## config.mk

```make
export PLATFORM = sky130hd
export DESIGN_NAME = regfile_sequencer
export DESIGN_NICKNAME = d
export VERILOG_FILES = /design/src/rtl/regfile_sequencer.sv
export SDC_FILE = /design/constraint.sdc
export NUM_CORES = 1
export LEC_CHECK = 0
export ABC_AREA = 1
export BUFFER_PORTS_ARGS = -buffer_cell sky130_fd_sc_hd__clkbuf_2
export CAP_MARGIN = 30
export CORE_MARGIN = 5
export CORE_UTILIZATION = 51
export CTS_CLUSTER_DIAMETER = 120
export DETAILED_ROUTE_END_ITERATION = 7
export GPL_TIMING_DRIVEN = 0
export PLACE_DENSITY = 0.72
export SETUP_SLACK_MARGIN = 0.3
export SYNTH_ARGS = -nofsm -noshare
export SYNTH_HDL_FRONTEND = slang
export SYNTH_SLANG_ARGS = --single-unit
```

## constraint.sdc

```tcl
create_clock -name CLK -period 2.55 [get_ports CLK]
set_input_delay 0.6375 -clock CLK [delete_from_list [all_inputs] [get_ports CLK]]
set_output_delay 0.6375 -clock CLK [all_outputs]
set_load 0.03 [all_outputs]
```

## src/rtl/regfile_sequencer.sv

```systemverilog
// Execute/writeback sequencer for the 8x8-bit register file: accepts one 16-bit
// instruction per handshake, reads two operands, computes, and writes back once.
module regfile_sequencer (
  input  logic        CLK,
  input  logic        RESET,
  input  logic [15:0] instr,
  input  logic        instr_valid,
  output logic        instr_ready,
  output logic [2:0]  rf_sa,
  output logic [2:0]  rf_sb,
  input  logic [7:0]  rf_data_a,
  input  logic [7:0]  rf_data_b,
  output logic        rf_ld,
  output logic [2:0]  rf_dr,
  output logic [7:0]  rf_din,
  output logic        done,
  output logic        illegal,
  output logic        flag_z,
  output logic        flag_n,
  output logic        flag_c
);

  typedef enum logic [1:0] {S_IDLE, S_READ, S_EXEC, S_WRITE} state_t;

  localparam logic [3:0] OP_ADD  = 4'd0;
  localparam logic [3:0] OP_SUB  = 4'd1;
  localparam logic [3:0] OP_AND  = 4'd2;
  localparam logic [3:0] OP_OR   = 4'd3;
  localparam logic [3:0] OP_XOR  = 4'd4;
  localparam logic [3:0] OP_ADDI = 4'd5;
  localparam logic [3:0] OP_LI   = 4'd6;
  localparam logic [3:0] OP_SLL  = 4'd7;
  localparam logic [3:0] OP_SRL  = 4'd8;
  localparam logic [3:0] OP_SLT  = 4'd9;
  localparam logic [3:0] OP_NOP  = 4'd10;

  state_t      state, next_state;
  logic [15:0] ir;
  logic [7:0]  op_a, op_b;
  logic        nxt_z, nxt_n, nxt_c;

  logic [3:0]  opcode;
  logic [7:0]  imm_ext;
  logic        ir_writes, ir_illegal;
  logic        accept, in_write;
  logic [7:0]  alu_res;
  logic        alu_c;

  assign opcode     = ir[15:12];
  assign imm_ext    = {{2{ir[5]}}, ir[5:0]};
  assign ir_writes  = (opcode <= OP_SLT);
  assign ir_illegal = (opcode > OP_NOP);

  // RESET gates the handshake and the WRITE strobes so an aborted
  // instruction can never retire, even when reset lands in WRITE.
  assign instr_ready = (state == S_IDLE) && !RESET;
  assign accept      = instr_ready && instr_valid;
  assign in_write    = (state == S_WRITE) && !RESET;

  assign rf_ld   = in_write && ir_writes;
  assign done    = in_write;
  assign illegal = in_write && ir_illegal;

  // NOTE: sequential state uses non-blocking assignments so every register
  // samples pre-edge values regardless of process ordering.
  always_ff @(posedge CLK) begin
    if (RESET) state <= S_IDLE;
    else       state <= next_state;
  end

  // NOTE: next_state gets a default before the case so no path leaves it
  // unassigned, which would otherwise infer a latch.
  always_comb begin
    next_state = state;
    case (state)
      S_IDLE:  if (accept) next_state = S_READ;
      S_READ:  next_state = S_EXEC;
      S_EXEC:  next_state = S_WRITE;
      S_WRITE: next_state = S_IDLE;
      default: next_state = S_IDLE;
    endcase
  end

  always_comb begin
    alu_res = 8'd0;
    alu_c   = 1'b0;
    case (opcode)
      OP_ADD:  {alu_c, alu_res} = {1'b0, op_a} + {1'b0, op_b};
      OP_SUB:  begin
        alu_res = op_a - op_b;
        alu_c   = (op_a >= op_b);
      end
      OP_AND:  alu_res = op_a & op_b;
      OP_OR:   alu_res = op_a | op_b;
      OP_XOR:  alu_res = op_a ^ op_b;
      OP_ADDI: {alu_c, alu_res} = {1'b0, op_a} + {1'b0, imm_ext};
      OP_LI:   alu_res = imm_ext;
      OP_SLL:  alu_res = op_a << op_b[2:0];
      OP_SRL:  alu_res = op_a >> op_b[2:0];
      OP_SLT:  alu_res = {7'd0, ($signed(op_a) < $signed(op_b))};
      default: alu_res = 8'd0;
    endcase
  end

  // Register-file-facing outputs are plain registers: they only move when
  // an instruction needs them and otherwise hold their last value.
  always_ff @(posedge CLK) begin
    if (RESET) begin
      ir     <= '0;
      op_a   <= '0;
      op_b   <= '0;
      rf_sa  <= '0;
      rf_sb  <= '0;
      rf_dr  <= '0;
      rf_din <= '0;
      nxt_z  <= 1'b0;
      nxt_n  <= 1'b0;
      nxt_c  <= 1'b0;
      flag_z <= 1'b0;
      flag_n <= 1'b0;
      flag_c <= 1'b0;
    end else begin
      if (accept) begin
        ir    <= instr;
        rf_sa <= instr[8:6];
        rf_sb <= instr[5:3];
      end
      if (state == S_READ) begin
        op_a <= rf_data_a;
        op_b <= rf_data_b;
      end
      if (state == S_EXEC && ir_writes) begin
        rf_dr  <= ir[11:9];
        rf_din <= alu_res;
        nxt_z  <= (alu_res == 8'd0);
        nxt_n  <= alu_res[7];
        nxt_c  <= alu_c;
      end
      if (in_write && ir_writes) begin
        flag_z <= nxt_z;
        flag_n <= nxt_n;
        flag_c <= nxt_c;
      end
    end
  end

endmodule
```

# Yosys cells after proc, flatten, opt, wreduce, memory -nomap -nowiden
# Index checks and enable logic that the tools add are counted.
# totals
register_bits	57
latch_bits	0
ram_bits	0
mem_bits_ro	0
inputBits	35
out_inout_bits	24
word_cells	53
mem_count	0
# op_classes
n_addsub	3
mul	0
n_div	0
magnitude_cmp	4
eq_ne	13
shift	2
mux	4
n_bitwise	3
n_reduce_logical	10
# ops
operator	count
case mux 8 bit (10 select lines)	1
adder 8 x 8 -> 9 bit	2
== test 4 x 3 -> 1 bit (second input constant)	4
AND 8 bit	1
== test 4 x 2 -> 1 bit (second input constant)	2
== test 4 bit (second input constant)	2
>= comparator 8 bit	1
zero test 8 bit	1
< comparator 8 bit	1
OR 8 bit	1
case mux 2 bit (4 select lines)	1
<< shifter 8 x 3 -> 8 bit	1
right shift 8 x 3 -> 8 bit	1
subtractor 8 bit	1
bitwise XOR 8 bit	1
logical AND 1 bit	6
== test 2 bit (second input constant)	2
== test 4 x 1 -> 1 bit (second input constant)	1
> comparator 4 bit (second input constant)	1
less-or-equal comparator 4 bit (second input constant)	1
zero test 4 bit	1
case mux 1 bit (3 select lines)	1
== test 2 x 1 -> 1 bit (second input constant)	1
zero test 2 bit	1
other kinds (3)	3

# Logic depth before layout (Yosys ltp)
# depth
word_depth	5
depth_mapped	17

# Least setup slack after synthesis
# No wires, ideal clock.
# synth_path
path_type	input -> output
startpoint	input RESET
endpoint	output illegal
arrival_time_ns	1.532
slack_ns	0.381
stages	3
path_cell_list	inv_1 > nand2_1 > a211oi_1
# synth_via
elab_chain_len	3
# synth_rtl
element	line_no	rtl
start, declared	5	input logic RESET,
zero test 1 bit	58	assign in_write = (state == S_WRITE) && !RESET;
logical AND 1 bit	58	
logical AND 1 bit	62	assign illegal = in_write && ir_illegal;
end, declared	17	output logic illegal,
# Every way passes these cells.

# Worst setup path in the final report
# layout_path
startpoint	register op_a[0]
endpoint	register nxt_z
# layout_via
elab_chain_len	3
elab_cells_between_ends	11
# layout_rtl
element	line_no	rtl
start, declared	39	logic [7:0] op_a, op_b;
start signal, assigned	129	op_a <= rf_data_a;
adder 8 x 8 -> 9 bit (tied with other cells)	96	OP_ADDI: {alu_c, alu_res} = {1'b0, op_a} + {1'b0, imm_ext};
case mux 8 bit (10 select lines) (*)	87	case (opcode)
zero test 8 bit (*)	135	nxt_z <= (alu_res == 8'd0);
end signal, assigned	135	
end, declared	40	logic nxt_z, nxt_n, nxt_c;
# Every way passes the cells marked *; elsewhere a longest branch is shown, timed or not.
# A chain may end at the register's enable or synchronous reset.

==> summary.txt <==
placed standard-cell area: 4500 um^2
period utilisation layout: 0.860
Initial Util: 0.526
H-tree levels: 2
CTS sink count: 50
Area growth syn-to-layout: 20.7%
die area: 9900 um^2
DRT Pass-1 Iters: 5
Die Y: 99.5 um
status: complete, no violations
total track usage: 0.270
post-synth cell types: 31
switching power share of the total: 0.527
Fmax achieved: 456 MHz
final wirelength: 13600 um
Pwr per Cell Area: 1080 nW/um^2
Vias/cell: 5.45
CTS root buffer: clkbuf_8
nets: 827
CTS clk-pin slew, worst paths: 0.11 ns
setup ws final: 0.358 ns
Worst-Skew Late Latency: 0.32 ns
post-synthesis mux area share: 0
# IOs: 59
largest family of logic cells by synthesized area: simple AND/OR/NAND/NOR gates
Leak Pwr: 2.58 nW
Seq/Total Area, Yosys: 0.245
Overall Power: 5.31 mW
design area: 4930 um^2
fill count: 766
number of antenna cells inserted: 0
Mapped Avg Cell Area: 6.10 um^2
crit end category: flip-flop
Crit Path Max Fanout: 4
Peak VDD IR: 575 uV
Hold Buf Count CTS: 0
Post-DRT Antenna Nets: 0
Internal: 2.51 mW
Setup CP Type: reg2reg
Buffers on Ports: 58
CP Launch Type: flip-flop
clock skew: 0.0110 ns
fin util: 0.635
GRT overflow: 0
initial antenna violation count: 0
initial drt markers: 369
Crit path arrival time: 2.46 ns
CTS tree: done
row cnt: 32
vias in the first global route: 4269
Sw Pwr: 2.80 mW
CTS max path bufs: 2
Slew headroom: 0.481
Final Hold Vio Count: 0
Hold WC Path Type: reg2reg
Simple-Gate Fraction of Synth Area: 0.378
Die W: 99.5 um
Place WS: -0.00425 ns
Slew @ Worst Pin: 0.776 ns
via count: 4654
Core Area: 7770 um^2
Slew Viols, Final: 0
yosys warns: 0
share of cells above drive strength 1: 0.206
power share of the combinational group: 0.665
hpwl dp: 10500 um
post-synthesis adder-cell area fraction: 0.131
RSZ-0062 raised after global routing: true
number of remaining DRC errors: 0
Syn Inst Count: 669
flops & latches, synth: 50
Final min period: 2.19 ns
Flop pwr share: 0.237
post-synth net total: 745
first-pass GRT wire length: 21300 um
most common cell after layout, fill and taps aside: nand2_1
XOR/XNOR Fraction of Synth Area: 0.00429
wire per inst: 15.9 um
total CTS buffers: 5
total of max-cap violations: 0
commonest non-fill, non-tap cells in the layout: nand2_1 (202), inv_1 (78), nand3_1 (68), clkbuf_2 (58), nor2_1 (49)
Worst EP required: 2.82 ns
largest net degree at the start of global routing: 19
Synth Area in Compound Gates: 0.126
GP Congestion: 0.984
Final setup viols: 0
clock share of power: 0.098
Post-Synthesis Cell Area: 4080 um^2
[final timing paths]
kind / start / end / slack (ns) / cells past startpoint
max: op_a[0] / nxt_z / 0.36 / 13
min: nxt_c / flag_c / 0.46 / 2
max reg2reg: op_a[0] / nxt_z / 0.36 / 13
min reg2reg: nxt_c / flag_c / 0.46 / 2
[through the flow]
step           hold WS [ns]  cells  TNS [ns]
3_3_place_gp          0.441    829         0
5_1_grt               0.491    854         0
2_1_floorplan         0.423    669         0
4_1_cts               0.469    841         0
3_5_place_dp          0.444    829  -0.00425
6_report              0.462    854         0
[critical path: stages (launching register included)]
cell     delay [ns]
dfxtp_4        0.41
ha_4           0.16
inv_1          0.06
fa_2           0.39
xnor2_1        0.15
nand2_1        0.06
nand2_1        0.06
nor2_2         0.14
nand4_1        0.16
nor2_2         0.14
nand2_1        0.05
nor2_1         0.11
nand3_1        0.10
a21oi_2        0.13
[metal layers]
layer | vias up | wire length (um) | part of all wire | global-route usage
met5 | - | 0 | 0 | 0
li1 | 2305 | - | - | -
met3 | 27 | 1090 | 0.081 | 0.0351
met1 | 2083 | 6070 | 0.45 | 0.379
met2 | 239 | 6020 | 0.44 | 0.405
met4 | 0 | 394 | 0.029 | 0.134
[state kept, by name, summed over array words and instances (netlist names)]
register	count
flag_n	1
nxt_z	1
rf_dr	3
rf_sb	2
op_a	8
state	2
nxt_c	1
ir	12
rf_sa	2
flag_c	1
op_b	8
flag_z	1
rf_din	8
[cells in the mapped netlist]
library cell	instances	area share
or2_2	2	0.0031
and2_1	3	0.0046
nand2_1	207	0.19
inv_2	4	0.0037
nand3b_1	4	0.0074
buf_2	6	0.0074
clkbuf_1	13	0.012
xnor2_1	1	0.0021
xor2_1	1	0.0021
a31oi_1	3	0.0046
nor3_1	3	0.0037
inv_1	81	0.074
nand2_2	1	0.0015
o211a_1	1	0.0025
nor2_2	3	0.0046
nand4_1	10	0.015
o21ai_0	43	0.053
nand2_4	2	0.0055
dfxtp_1	50	0.25
a31o_2	1	0.0021
ha_1	38	0.12
nand3_1	70	0.086
buf_4	10	0.018
fa_1	3	0.015
nor2_1	58	0.053
o21a_1	1	0.0018
o21bai_1	1	0.0018
or2_0	2	0.0031
a211oi_1	2	0.0037
o211ai_1	2	0.0037
a21oi_1	43	0.053
[what timing repair did]
action / 4_1_cts / 5_1_grt
gates cloned: 0 / 1
gates resized for setup: 23 / 44
setup buffers: 4 / 12
endpoints found under the setup margin: 8 / 6
pin swaps: 2 / 18
[power groups by stage]
stage | Clock [mW] | Combinational [mW] | Sequential (mW)
3_5_place_dp | 0 | 3.00 | 1.27
5_1_grt | 0.567 | 3.92 | 1.28
3_3_place_gp | 0 | 2.95 | 1.27
2_1_floorplan | 0 | 2.16 | 1.28
4_1_cts | 0.525 | 3.12 | 1.27
6_report | 0.520 | 3.53 | 1.26
[logic make-up (layout without fill, tap and decap cells)]
family / count (synthesis) / after routing
adders and majority gates: 41 / 41
buffers and inverters: 114 / 197
and+or+nand+nor: 365 / 365
DFF: 50 / 50
xor gates and xnor gates: 2 / 2
AOI/OAI and AO/OA: 97 / 97
[layout make-up]
class,count,area (um^2),share of cell area
clock inverters,3,27.5,0.00559
multi-input cells,505,2750,0.559
flip-flops and latches,50,1030,0.210
clock buffers,5,68.8,0.0140
plain buffers,29,176,0.0358
repair buffers,75,418,0.0848
inverters,85,323,0.0655
well taps,102,128,0.0259
No activity file was read; power rests on OpenSTA's default activity.
